## src/rtl/uart_port_ctrl.sv

```systemverilog
// Host command sequencer: parses UART bytes into 32-bit port writes, and returns
// port reads to the host as four tx bytes, MSB first.
module uart_port_ctrl #(
  parameter int unsigned TIMEOUT_CYCLES = 200000,
  parameter int unsigned ERRCNT_W       = 8
) (
  input  logic                clock,
  input  logic                reset,
  input  logic                rxready,
  input  logic [7:0]          rxdata,
  input  logic                txready,
  output logic                txen,
  output logic [7:0]          txdata,
  output logic [3:0]          port_addr,
  output logic [31:0]         port_wdata,
  output logic                port_we,
  input  logic [31:0]         port_rdata,
  output logic                busy,
  output logic [ERRCNT_W-1:0] cmd_err
);

  localparam int unsigned TCW = $clog2(TIMEOUT_CYCLES + 1);

  typedef enum logic [2:0] {
    IDLE, WR_DATA, WR_COMMIT, RD_ADDR, RD_LATCH, TX_SEND, TX_WAIT
  } state_t;

  state_t              state, state_d;
  logic                rx_q;
  logic [2:0]          bytecnt, bytecnt_d;
  logic [TCW-1:0]      tcnt, tcnt_d;
  logic [31:0]         sr, sr_d;
  logic [31:0]         txbuf, txbuf_d;
  logic                tx_low, tx_low_d;
  logic                txen_d, port_we_d, busy_d, err_inc;
  logic [7:0]          txdata_d;
  logic [3:0]          port_addr_d;
  logic [31:0]         port_wdata_d;
  logic [ERRCNT_W-1:0] cmd_err_d;
  logic                ev;

  // One byte event per rising edge of rxready, whatever its pulse width.
  assign ev = rxready & ~rx_q;

  always_comb begin
    state_d      = state;
    bytecnt_d    = bytecnt;
    tcnt_d       = tcnt;
    sr_d         = sr;
    txbuf_d      = txbuf;
    tx_low_d     = tx_low;
    txdata_d     = txdata;
    port_addr_d  = port_addr;
    port_wdata_d = port_wdata;
    cmd_err_d    = cmd_err;
    txen_d       = 1'b0;
    port_we_d    = 1'b0;
    err_inc      = 1'b0;

    case (state)
      IDLE: begin
        if (ev) begin
          if (rxdata[7:4] == 4'b0010) begin
            port_addr_d = rxdata[3:0];
            bytecnt_d   = 3'd0;
            tcnt_d      = '0;
            state_d     = WR_DATA;
          end else if (rxdata[7:4] == 4'b0011) begin
            port_addr_d = rxdata[3:0];
            state_d     = RD_ADDR;
          end else begin
            err_inc = 1'b1;
          end
        end
      end
      WR_DATA: begin
        if (ev) begin
          sr_d      = {sr[23:0], rxdata};
          bytecnt_d = bytecnt + 3'd1;
          tcnt_d    = '0;
          if (bytecnt == 3'd3) state_d = WR_COMMIT;
        end else if (tcnt == TCW'(TIMEOUT_CYCLES - 1)) begin
          state_d = IDLE;
          err_inc = 1'b1;
        end else begin
          tcnt_d = tcnt + TCW'(1);
        end
      end
      WR_COMMIT: begin
        port_wdata_d = sr;
        port_we_d    = 1'b1;
        state_d      = IDLE;
      end
      RD_ADDR:  state_d = RD_LATCH;
      RD_LATCH: begin
        // Single snapshot so all four reply bytes are coherent.
        txbuf_d   = port_rdata;
        bytecnt_d = 3'd0;
        state_d   = TX_SEND;
      end
      TX_SEND: begin
        if (txready) begin
          txen_d    = 1'b1;
          txdata_d  = txbuf[31:24];
          txbuf_d   = {txbuf[23:0], 8'h00};
          bytecnt_d = bytecnt + 3'd1;
          tx_low_d  = 1'b0;
          state_d   = TX_WAIT;
        end
      end
      TX_WAIT: begin
        // Require a full busy period of the transmitter before the next byte.
        if (!txready) begin
          tx_low_d = 1'b1;
        end else if (tx_low) begin
          state_d = (bytecnt == 3'd4) ? IDLE : TX_SEND;
        end
      end
      default: state_d = IDLE;
    endcase

    if (err_inc && (cmd_err != '1)) cmd_err_d = cmd_err + ERRCNT_W'(1);
    busy_d = (state_d != IDLE);
  end

  always_ff @(posedge clock) begin
    if (reset) begin
      state      <= IDLE;
      rx_q       <= 1'b0;
      bytecnt    <= 3'd0;
      tcnt       <= '0;
      sr         <= 32'd0;
      txbuf      <= 32'd0;
      tx_low     <= 1'b0;
      txen       <= 1'b0;
      txdata     <= 8'd0;
      port_addr  <= 4'd0;
      port_wdata <= 32'd0;
      port_we    <= 1'b0;
      busy       <= 1'b0;
      cmd_err    <= '0;
    end else begin
      state      <= state_d;
      rx_q       <= rxready;
      bytecnt    <= bytecnt_d;
      tcnt       <= tcnt_d;
      sr         <= sr_d;
      txbuf      <= txbuf_d;
      tx_low     <= tx_low_d;
      txen       <= txen_d;
      txdata     <= txdata_d;
      port_addr  <= port_addr_d;
      port_wdata <= port_wdata_d;
      port_we    <= port_we_d;
      busy       <= busy_d;
      cmd_err    <= cmd_err_d;
    end
  end

endmodule

```

## config.mk

```make
export PLATFORM = sky130hd
export DESIGN_NAME = uart_port_ctrl
export DESIGN_NICKNAME = d
export VERILOG_FILES = /design/src/rtl/uart_port_ctrl.sv
export SDC_FILE = /design/constraint.sdc
export NUM_CORES = 1
export LEC_CHECK = 0
export CAP_MARGIN = 10
export CORE_MARGIN = 2
export CORE_UTILIZATION = 40
export CTS_CLUSTER_SIZE = 28
export DETAILED_ROUTE_END_ITERATION = 10
export DONT_BUFFER_PORTS = 1
export GPL_ROUTABILITY_DRIVEN = 0
export GPL_TIMING_DRIVEN = 0
export PLACE_DENSITY_LB_ADDON = 0.3
export SETUP_SLACK_MARGIN = 0.5
export SLEW_MARGIN = 40
export SYNTH_ARGS = -nofsm -noshare
export SYNTH_HDL_FRONTEND = slang
export SYNTH_SLANG_ARGS = --single-unit
```

## constraint.sdc

```tcl
create_clock -name clock -period 5.4 [get_ports clock]
set_input_delay 1.62 -clock clock [delete_from_list [all_inputs] [get_ports clock]]
set_output_delay 1.62 -clock clock [all_outputs]
set_load 0.05 [all_outputs]
```

# Word level (Yosys, flattened, before mapping)
# Index checks and enable logic that the tools add are counted.
totals:
  register_bits: 145
  input_bits: 44
  elab_cells: 90
op_classes:
  n_reduce_logical: 16
  n_addsub: 3
  bitwise_logic: 3
  n_mux: 36
  n_eq_ne: 18
op_table:
  columns: ["op", "n"]
  rows:
  - ["18-bit two-way mux", 4]
  - ["32-bit one-hot mux with 2 select lines", 1]
  - ["3-bit two-way mux", 14]
  - ["18-bit one-hot mux with 2 select lines", 1]
  - ["32-bit two-way mux", 1]
  - ["18-bit by 1-bit adder with 18-bit output, second input constant", 1]
  - ["18-bit == test, second input constant", 1]
  - ["3-bit one-hot mux with 6 select lines", 1]
  - ["3-bit == test, second input constant", 4]
  - ["3-bit one-hot mux with 4 select lines", 1]
  - ["2-bit != test, second input constant", 5]
  - ["3-bit by 2-bit == test with 1-bit output, second input constant", 3]
  - ["1-bit two-way mux", 9]
  - ["8-bit by 1-bit adder with 8-bit output, second input constant", 1]
  - ["4-bit by 2-bit == test with 1-bit output, second input constant", 2]
  - ["4-bit two-way mux", 2]
  - ["8-bit != test, second input constant", 1]
  - ["2-bit nonzero test", 4]
  - ["2-bit AND reduction", 3]
  - ["3-bit AND reduction", 2]
  - ["5-bit AND reduction", 1]
  - ["1-bit one-hot mux with 2 select lines", 2]
  - ["4-bit AND reduction", 1]
  - ["4-bit nonzero test", 1]
  - ["9 further kinds", 10]

# Logic depth before layout (Yosys ltp)
# Gate-level depths: netlist of run 1.
logic_depth:
  depth_word: 6
  mapped_depth: 8
  mapped_depth_nobuf: 7

# Worst setup path after synthesis of run 1
# OpenSTA, ideal clock, no wires.
synth_timing:
  path_kind: "input -> register"
  from: "input port rxready"
  to: "register cmd_err[5]"
  slack_ns: 2.092
  required_time_ns: 5.279
  cell_stages: 5
  t_arrival_ns: 3.187
  setup_ns: 0.121
  cell_sequence: "nor2b_1 nor4b_1 nand4_2 a2111oi_0 mux2_2"
synth_between:
  elab_chain_cells: 4
synth_lines:
  columns: ["item", "line", "rtl"]
  rows:
  - ["from (decl)", "9", "input logic rxready,"]
  - ["1-bit AND *", "43", "assign ev = rxready & ~rx_q;"]
  - ["1-bit two-way mux (on tied branches)", "77, 62", null]
  - ["1-bit one-hot mux with 2 select lines *", "60", "case (state)"]
  - ["1-bit logical AND *", "122", "if (err_inc && (cmd_err != '1)) cmd_err_d = cmd_err + ERRCNT_W'(1);"]
  - ["to (signal assigned)", "156", "cmd_err <= cmd_err_d;"]
  - ["to (decl)", "19", "output logic [ERRCNT_W-1:0] cmd_err"]
# Mark *: on every way between the ends. The rest lies on a longest branch, timed or not.
# A chain may end at the register's enable or synchronous reset.

# Worst setup path after layout of run 1
layout_timing:
  from: "input port reset"
  to: "register port_wdata[18]"
layout_rtl:
  columns: ["item", "line", "rtl"]
  rows:
  - ["from (decl)", "8", "input logic reset,"]
  - ["to (signal assigned)", "153", "port_wdata <= port_wdata_d;"]
  - ["to (decl)", "15", "output logic [31:0] port_wdata,"]
# No word-level cell between the ends.

==> results.py, run 1 <==
metrics = {
    "status": {
        "status": "complete, no violations",
    },
    "route": {
        "drtPass1Iterations": 5,
        "remaining_drc_errors": 0,
        "dr.first_iter.drc_count": 407,
        "vias_per_cell": 5.35,
        "ant_nets": 0,
        "route.vias.total": 5196,
        "routed_wl_um": 15600,
        "detail_route.wl_per_cell_um": 16.1,
    },
    "yosys": {
        "synth_most_common_cell": "nand2_1",
        "synth_top_family_by_area": "simple AND/OR/NAND/NOR gates",
        "synth_area_leaders": "dfxtp_1 48%, nand2_1 12%, a21oi_1 7.2%",
        "synth.distinct_cells": 55,
        "synth_edf_count": 0,
        "yosysSeqAreaShare_pct": 47.8,
        "synth.net_count": 799,
        "synthAdderAreaFrac_pct": 1.03,
        "synth_simple_gate_area_share_pct": 26.8,
        "syn-cell-area_um2": 6080,
        "ys_ff_latch": 145,
        "syn_inst": 750,
        "synthFlopType": "dfxtp_1",
        "synthArstFlopShare_pct": 0,
        "synth_top_area_share_pct": 47.8,
        "synth_common_cells": "201 x nand2_1, 145 x dfxtp_1, 88 x a21oi_1",
        "synthXorXnorAreaFrac_pct": 0.288,
        "syn-mean-instance-area_um2": 8.10,
        "muxShareOfSynthArea_pct": 2.31,
        "yosysTopAreaCell": "dfxtp_1",
        "synth-warning-count": 0,
        "synth_compound_area_share_pct": 17.4,
    },
    "critical_path": {
        "arrival_ns": 3.69,
        "crit_path_cell_trace": "clkbuf_1 -> clkbuf_1 -> clkbuf_1 -> buf_1 -> a21oi_1",
        "cpMaxStageDelayCell": "clkbuf_1",
        "cpMostUsedCell": "clkbuf_1",
        "cp.required_ns": 5.68,
        "timing.critical_path.to_type": "flip-flop",
        "critPathMaxFanout": 10,
        "path_class": "in -> reg",
        "critical_path.startpoint_type": "input pin",
        "slowest_delay_ns": 0.54,
        "r2r_end": "cmd_err[5]",
        "worstReg2RegStart": "tcnt[0]",
        "regToRegSetupSlack_ns": 2.87,
        "r2r.worst_path.cells": 6,
    },
    "floorplanning": {
        "rows": 45,
        "core-area_um2": 15000,
        "pin_count": 99,
        "start_util_pct": 40.4,
        "fp.dieH_um": 127,
        "die_area_um2": 16200,
        "dieWidth_um": 127,
    },
    "sta": {
        "max_slew_margin_pct": 46.8,
        "final-hold-violation-count": 0,
        "timing.final.ws_setup_ns": 1.98,
        "tightest_slew_ns": 0.792,
        "fin_crit_ns": 3.42,
        "drv_slew": 0,
        "finalCritPeriodShare_pct": 63.2,
        "fmax_mhz": 293,
        "finClkSkew_ns": 0.0122,
        "setup_viol": 0,
        "rsz0062_at_grt": "no",
        "fin_tns_setup_ns": 0,
    },
    "final_layout": {
        "stdcell_count": 971,
        "antenna_cells": 0,
        "drive_gt1_share_pct": 9.58,
        "fin_area_um2": 6950,
        "syn2layout_area_growth_pct": 14.3,
        "nets": 819,
    },
    "clocking": {
        "holdBufCountCts": 0,
        "cts_max_level": 4,
        "path_clk_slew_ns": 0.06,
        "clk_latency_ns": 0.43,
        "clock-root-buffer": "clkbuf_16",
        "cts.sinks": 145,
        "cts_tree": "yes",
        "cts_buffers": 17,
        "clockBufferDepth": 2,
        "cts_post_setup_buffers_inserted": 0,
        "cts_resized": 0,
    },
    "global_route": {
        "grt.overflow.total": 0,
        "antenna_found_initial": 0,
        "grt_pass1_wl_um": 24800,
        "grt_max_degree": 17,
        "grt_pass1_vias": 4951,
        "grtUsageTotal_pct": 19.4,
    },
    "power": {
        "p_comb_share_pct": 2.8,
        "swShare_pct": 21.0,
        "clockPowerShare_pct": 51.7,
        "switchingPower_uw": 501,
        "total_power_uw": 2390,
        "cell_internal_pwr_uw": 1890,
        "p_seq_share_pct": 45.4,
        "ir_worst_vdd_mv": 0.216,
        "power_per_cell_area_nw_per_um2": 344,
        "p_leak_uw": 0.00234,
    },
    "flow_run": {
        "cap_viol_max_count": 0,
    },
    "placed_design": {
        "numPlacedInstances": 938,
        "place_area_um2": 6310,
        "dpl.hpwl_um": 11200,
        "port_buffers": 0,
        "dp_slack_ns": 1.58,
    },
    "hold_path": {
        "hold_class": "reg -> reg",
        "min_to": "txdata[5]",
        "whs_path_depth": 2,
        "min_from": "txbuf[29]",
    },
}
==> layer usage <==
layer,vias to the layer above,GRT usage (%),share of wire [%]
met5,-,0,0
met2,120,30.0,46
met3,28,6.53,6.0
met1,2408,25.0,46
li1,2640,-,-
met4,0,7.89,2.1
==> worst max-delay path: cells and delay by family <==
kind	cells	cell delay [ns]
AO/OA/AOI/OAI	1	0.09
buffers and inverters	4	1.97
==> how the worst max path moves through the flow <==
stage / start / to / slack, ns / cells after the start
6_report: reset / port_wdata[18] / 1.98 / 5
5_1_grt: reset / port_wdata[20] / 1.86 / 5
4_1_cts: reset / txbuf[7] / 2.03 / 5
3_5_place_dp: reset / txbuf[7] / 1.58 / 5
3_3_place_gp: reset / port_wdata[15] / 1.53 / 5
2_1_floorplan: rxready / cmd_err[5] / 2.09 / 5
==> cell type report <==
type | count | area, um2
Multi-Input combinational cell | 540 | 2910
Timing Repair Buffer | 1 | 7.51
Sequential cell | 145 | 2900
Buffer | 55 | 231
Clock inverter | 9 | 154
Inverter | 10 | 37.5
Clock buffer | 23 | 468
Tap cell | 188 | 235
Fill cell | 1523 | 8090
==> kinds of logic (layout without fill, tap and decap cells) <==
logic type,Yosys count,in the layout
mux,13,13
buf+inv,65,98
compound gates,162,162
fa+ha+maj,5,5
flops,145,145
xor+xnor,2,2
simple gates,358,358
==> metrics by stage <==
stage	utilization [%]	hold slack (ns)
floorplan	-	0.432
global placement	42.0	0.442
detailed placement	42.0	0.446
CTS	46.1	0.448
global route	46.2	0.468
finish	46.2	0.446
==> placed cells by master (no fill, tap or decap), drive strengths merged, types with 5 or more instances in the layout <==
cell    instances
mux2            8
nor2b          10
buf            19
o21ai          12
clkbuf         60
nor4            9
or3             6
nand2         201
ha              5
dfxtp         145
a311oi         25
nor2           46
nand3          47
and3            5
inv            11
a211o           7
o22a            7
a21oi          88
nand4           5
nor3            9
mux2i           5
nor3b           5
==> state kept, by name, indices dropped and copies added, names as in the netlist <==
register and flops:
busy 1, bytecnt 3, cmd_err 8, port_addr 4
port_wdata 32, port_we 1, rx_q 1, sr 32
state 3, tcnt 18, tx_low 1, txbuf 32
txdata 8, txen 1
==> power groups by stage <==
| stage | logic (uW) | registers [uW] | clock network [uW] |
|---|---|---|---|
| 4_1_cts | 67.8 | 1090 | 1260 |
| 3_5_place_dp | 67.8 | 1110 | 0 |
| 2_1_floorplan | 47.4 | 1110 | 0 |
| 6_report | 68.0 | 1090 | 1240 |
| 5_1_grt | 74.7 | 1090 | 1310 |
| 3_3_place_gp | 67.9 | 1110 | 0 |
No activity file was read; power rests on OpenSTA's default activity.
==> run 2: changes to the inputs <==
--- a/config.mk
+++ b/config.mk
@@ -5,6 +5,7 @@
 export SDC_FILE = /design/constraint.sdc
 export NUM_CORES = 1
 export LEC_CHECK = 0
+export ABC_AREA = 1
 export CAP_MARGIN = 10
 export CORE_MARGIN = 2
 export CORE_UTILIZATION = 40
==> constraint.sdc (replaced) <==
create_clock -name clock -period 3.1 [get_ports clock]
set_input_delay 0.93 -clock clock [delete_from_list [all_inputs] [get_ports clock]]
set_output_delay 0.93 -clock clock [all_outputs]
set_load 0.05 [all_outputs]
==> results.py, run 2 <==
metrics = {
    "status": {
        "status": "complete, no violations",
    },
    "final_layout": {
        "antenna_cells": 0,
        "nets": 922,
        "top_regs": "port_wdata (32), sr (32), txbuf (32)",
        "syn2layout_area_growth_pct": 13.9,
        "final_common_cell": "nand2_1",
        "nFillCells": 1547,
        "drive_gt1_share_pct": 8.14,
        "final_cell_mix": "162 x nand2_1, 145 x dfxtp_1, 114 x nor2_1, 81 x o21ai_0, 76 x inv_1",
        "fin_area_um2": 7070,
    },
    "clocking": {
        "clock-root-buffer": "clkbuf_16",
        "cts_post_setup_buffers_inserted": 0,
        "clk_latency_ns": 0.42,
        "cts_tree": "yes",
        "cts_resized": 0,
        "clockBufferDepth": 2,
        "path_clk_slew_ns": 0.06,
        "cts_buffers": 17,
        "cts.sinks": 145,
        "cts_max_level": 4,
        "holdBufCountCts": 0,
    },
    "hold_path": {
        "whs_path_depth": 2,
        "hold_class": "reg -> reg",
        "min_from": "txbuf[25]",
        "min_to": "txdata[1]",
    },
    "route": {
        "drtPass1Iterations": 5,
        "route.vias.total": 5496,
        "routed_wl_um": 15300,
        "remaining_drc_errors": 0,
        "ant_nets": 0,
        "detail_route.wl_per_cell_um": 14.3,
        "dr.first_iter.drc_count": 332,
        "vias_per_cell": 5.13,
    },
    "global_route": {
        "use_met1_pct": 23.9,
        "use_met3_pct": 5.90,
        "grt_use_met2_pct": 30.7,
        "grtUsageTotal_pct": 18.8,
        "antenna_found_initial": 0,
        "grt.overflow.total": 0,
        "grt_pass1_wl_um": 24800,
        "busiest_layer": "met2",
        "grt_max_degree": 17,
        "grt_pass1_vias": 5063,
    },
    "critical_path": {
        "cp.required_ns": 3.41,
        "cpMaxStageDelayCell": "dfxtp_1",
        "slowest_delay_ns": 0.71,
        "r2r_end": "cmd_err[0]",
        "arrival_ns": 2.55,
        "timing.critical_path.to_type": "flip-flop",
        "crit_buf_inv": 1,
        "critical_path.startpoint_type": "flip-flop",
        "crit_path_cell_trace": "ha_1 -> nand2_1 -> nor2_1 -> nand3_1 -> nand2_1 -> inv_1 -> nor2_1 -> nor2_1",
        "cpMostUsedCell": "nor2_1",
        "worstReg2RegStart": "cmd_err[0]",
        "path_class": "reg -> reg",
        "critical-path-top-delay-family": "simple AND/OR/NAND/NOR gates",
        "regToRegSetupSlack_ns": 0.86,
        "critPathMaxFanout": 9,
        "r2r.worst_path.cells": 8,
    },
    "sta": {
        "final-hold-violation-count": 0,
        "fin_crit_ns": 2.24,
        "setup_viol": 0,
        "fin_tns_setup_ns": 0,
        "rsz0062_at_grt": "no",
        "finalCritPeriodShare_pct": 72.2,
        "fmax_mhz": 447,
        "max_slew_margin_pct": 55.8,
        "tightest_slew_ns": 0.663,
        "holdWs_ns": 0.450,
        "finClkSkew_ns": 0.00959,
        "drv_slew": 0,
    },
    "yosys": {
        "syn_inst": 854,
        "synth.distinct_cells": 31,
        "synth.net_count": 903,
        "synth_common_cells": "162 x nand2_1, 145 x dfxtp_1, 114 x nor2_1",
        "synth-warning-count": 0,
        "synthArstFlopShare_pct": 0,
        "yosysTopAreaCell": "dfxtp_1",
        "synth_most_common_cell": "nand2_1",
        "syn-cell-area_um2": 6210,
        "ys_ff_latch": 145,
        "synth_top_area_share_pct": 46.8,
        "synth_area_leaders": "dfxtp_1 47%, nand2_1 9.8%, nor2_1 6.9%",
        "yosysSeqAreaShare_pct": 46.8,
        "synthFlopType": "dfxtp_1",
        "syn-mean-instance-area_um2": 7.27,
        "synth_edf_count": 0,
    },
    "floorplanning": {
        "rows": 45,
        "die_area_um2": 16500,
        "start_util_pct": 40.8,
        "core-area_um2": 15200,
        "dieWidth_um": 129,
        "fp.dieH_um": 129,
        "pin_count": 99,
    },
    "power": {
        "power_per_cell_area_nw_per_um2": 622,
        "p_leak_uw": 0.00279,
        "ir_worst_vdd_mv": 0.406,
    },
    "placed_design": {
        "place_area_um2": 6440,
        "dpl.hpwl_um": 11000,
        "port_buffers": 0,
    },
    "flow_run": {
        "cap_viol_max_count": 0,
    },
}
==> run 2: cell types whose count changed after synthesis, moves of 7 or more <==
cell	previous run	this run
nor2b_1	10	0
o21ai_0	11	81
o22a_2	7	0
clkbuf_1	36	28
nand4_1	4	15
a311oi_1	25	0
nand2_1	201	162
inv_1	10	76
o21ai_1	1	24
mux2_2	8	0
nor4_1	8	0
a31oi_1	4	24
a21oi_1	88	69
nor2_1	46	114
==> run 2: worst max path at each step <==
stage,start,endpoint,slack [ns],depth (start not counted)
detailed placement,reset,txdata[2],0.63,6
CTS,cmd_err[0],cmd_err[0],0.86,8
global placement,reset,tcnt[17],0.63,6
floorplan,rxready,cmd_err[6],1.11,8
finish,cmd_err[0],cmd_err[0],0.86,8
global route,cmd_err[0],cmd_err[1],0.58,8
==> run 2: routing by layer <==
layer | vias up | routed length (um)
li1 | 2838 | -
met4 | 0 | 169
met5 | - | 0
met2 | 142 | 6980
met1 | 2499 | 7080
met3 | 17 | 1090
==> run 2: cells by family after synthesis <==
family	count (synthesis)	share of synthesized area [%]
xor gates and xnor gates	5	0.705
DFF	145	46.8
buffers and inverters	126	8.59
and+or+nand+nor	371	26.0
AOI/OAI and AO/OA	202	17.0
adders and majority gates	5	1.01
==> run 2: tightest hold or removal path: stages, from the launching register on <==
cell and delay [ns]:
dfxtp_1 0.31, nand2_1 0.06, nand2_1 0.04
==> run 2: layout make-up <==
class / instances / area, um2 / area share (%)
plain buffers: 42 / 213 / 3.01
clock buffers: 20 / 467 / 6.60
clock inverters: 10 / 159 / 2.25
inverters: 84 / 320 / 4.53
multi-input cells: 583 / 2770 / 39.2
flip-flops and latches: 145 / 2900 / 41.1
well taps: 188 / 235 / 3.33
==> run 2: report_power, final <==
group | internal (uW) | switching [uW] | total (uW)
Combinational | 69.7 | 157 | 227
Clock | 1400 | 774 | 2170
Sequential | 1910 | 89.7 | 2000
Total | 3380 | 1020 | 4400
==> run 2: stage by stage <==
stage | util (%) | instances | total power, uW | setup slack (ns)
6_report | 46.5 | 1072 | 4400 | 0.863
5_1_grt | 46.5 | 1072 | 4540 | 0.584
4_1_cts | 46.5 | 1072 | 4430 | 0.864
3_5_place_dp | 42.4 | 1042 | 2270 | 0.633
3_3_place_gp | 42.4 | 1042 | 2260 | 0.627
2_1_floorplan | - | 854 | 2200 | 1.11
==> run 3: changes to the inputs <==
--- a/config.mk
+++ b/config.mk
@@ -5,7 +5,7 @@
 export SDC_FILE = /design/constraint.sdc
 export NUM_CORES = 1
 export LEC_CHECK = 0
-export ABC_AREA = 1
+export ABC_AREA = 0
 export CAP_MARGIN = 10
 export CORE_MARGIN = 2
 export CORE_UTILIZATION = 40
==> constraint.sdc (replaced) <==
create_clock -name clock -period 2 [get_ports clock]
set_input_delay 0.6 -clock clock [delete_from_list [all_inputs] [get_ports clock]]
set_output_delay 0.6 -clock clock [all_outputs]
set_load 0.05 [all_outputs]
==> results.py, run 3 (same netlist as run 1, synthesis figures left out) <==
metrics = {
    "status": {
        "status": "complete, but fails checks",
        "failed_checks": "setup timing",
    },
    "sta": {
        "max_slew_margin_pct": 71.2,
        "fmax_mhz": 488,
        "drv_slew": 0,
        "setup_viol": 4,
        "timing.final.ws_setup_ns": -0.0505,
        "final-hold-violation-count": 0,
        "tightest_slew_ns": 0.431,
        "fin_crit_ns": 2.05,
        "rsz0062_at_grt": "yes",
        "finClkSkew_ns": 0.0143,
        "finalCritPeriodShare_pct": 103,
        "fin_tns_setup_ns": -0.165,
    },
    "floorplanning": {
        "pin_count": 99,
        "start_util_pct": 40.4,
        "core-area_um2": 15000,
        "dieWidth_um": 127,
        "fp.dieH_um": 127,
        "rows": 45,
        "die_area_um2": 16200,
    },
    "clocking": {
        "cts.sinks": 145,
        "holdBufCountCts": 0,
        "cts_max_level": 4,
        "clock-root-buffer": "clkbuf_16",
        "path_clk_slew_ns": 0.06,
        "cts_buffers": 17,
        "clk_latency_ns": 0.44,
        "cts_tree": "yes",
        "clockBufferDepth": 2,
    },
    "route": {
        "ant_nets": 0,
        "dr.first_iter.drc_count": 417,
        "vias_per_cell": 5.86,
        "drtPass1Iterations": 5,
        "remaining_drc_errors": 0,
        "routed_wl_um": 21700,
        "detail_route.wl_per_cell_um": 20.6,
        "route.vias.total": 6168,
    },
    "critical_path": {
        "crit_path_cell_trace": "buf_6 -> nand2b_1 -> nor2_4 -> nand4_4 -> a2111oi_4 -> mux2_4",
        "crit_buf_inv": 1,
        "critPathMaxFanout": 7,
        "critical-path-top-delay-family": "simple AND/OR/NAND/NOR gates",
        "timing.critical_path.to_type": "flip-flop",
        "cp-startpoint": "state[1]",
        "cpMaxStageDelayCell": "a2111oi_4",
        "critical_path.startpoint_type": "flip-flop",
        "arrival_ns": 2.37,
        "worstReg2RegStart": "state[1]",
        "cp.required_ns": 2.32,
        "slowest_delay_ns": 0.39,
        "path_class": "reg -> reg",
    },
    "flow_run": {
        "cap_viol_max_count": 0,
    },
    "final_layout": {
        "drive_gt1_share_pct": 58.7,
        "stdcell_count": 1053,
        "fin_area_um2": 10100,
        "nets": 902,
        "syn2layout_area_growth_pct": 66.3,
        "antenna_cells": 0,
        "final_cell_mix": "113 x nand2_1, 80 x dfxtp_1, 71 x a21oi_2, 56 x nand2_4, 50 x dfxtp_4",
        "top_regs": "port_wdata (32), sr (32), txbuf (32)",
        "final_common_cell": "nand2_1",
        "nFillCells": 1034,
        "fin_util_pct": 67.2,
    },
    "global_route": {
        "grt_pass1_wl_um": 29600,
        "antenna_found_initial": 0,
        "grt.overflow.total": 0,
        "grt_max_degree": 17,
        "busiest_layer": "met2",
        "use_met1_pct": 28.5,
        "grt_pass1_vias": 5716,
        "grtUsageTotal_pct": 23.1,
        "grt_use_met2_pct": 38.2,
        "use_met3_pct": 6.70,
    },
    "placed_design": {
        "place_area_um2": 6510,
        "port_buffers": 0,
        "numPlacedInstances": 938,
        "dpl.hpwl_um": 11100,
    },
    "hold_path": {
        "min_from": "rxdata[0]",
        "hold_class": "in -> reg",
    },
    "power": {
        "p_leak_uw": 0.00377,
        "ir_worst_vdd_mv": 0.607,
        "power_per_cell_area_nw_per_um2": 629,
        "total_power_uw": 6360,
    },
}
-- run 3: final cells by class --
| class | instances | area, um2 | area share, % |
|---|---|---|---|
| well taps | 188 | 235 | 2.33 |
| clock inverters | 10 | 111 | 1.10 |
| clock buffers | 21 | 460 | 4.56 |
| inverters | 10 | 42.5 | 0.421 |
| multi-input cells | 541 | 4410 | 43.7 |
| repair buffers | 83 | 1060 | 10.5 |
| flip-flops and latches | 145 | 3110 | 30.8 |
| plain buffers | 55 | 669 | 6.62 |
-- run 3: worst paths after layout --
path                            slack [ns]  cells after the start              to
worst max-delay path                 -0.05                      6      cmd_err[7]
worst min-delay path                  0.28                      2           sr[0]
worst max register to register       -0.05                      6      cmd_err[7]
worst min register to register        0.46                      2  port_wdata[29]
-- run 3: metrics by stage --
| stage | setup WS, ns | hold WS, ns |
|---|---|---|
| finish | -0.0505 | 0.277 |
| global route | -0.113 | 0.272 |
| CTS | -0.0235 | 0.283 |
| detailed placement | -0.603 | 0.447 |
| global placement | -0.605 | 0.442 |
| floorplan | -0.266 | 0.432 |
-- run 3: per-layer routing --
metal,up-vias,part of all wire [%],wire length [um]
met4,0,3.8,827
met1,3016,40,8580
li1,2840,-,-
met5,-,0,0
met2,238,51,11100
met3,74,5.6,1210
-- run 3: report_power, final --
| part | internal (uW) | switching (uW) | leakage, uW |
|---|---|---|---|
| Combinational | 155 | 215 | 0.00228 |
| Sequential | 2840 | 36.0 | 0.00122 |
| Clock | 1880 | 1230 | 0.000275 |
| Total | 4880 | 1480 | 0.00377 |
-- run 3: timing repair --
| action | in CTS | in global routing |
|---|---|---|
| setup buffers | 50 | 16 |
| cloned | 14 | 4 |
| resized for setup | 305 | 300 |
| endpoints found under the setup margin | 198 | 150 |
| pin swaps | 51 | 110 |
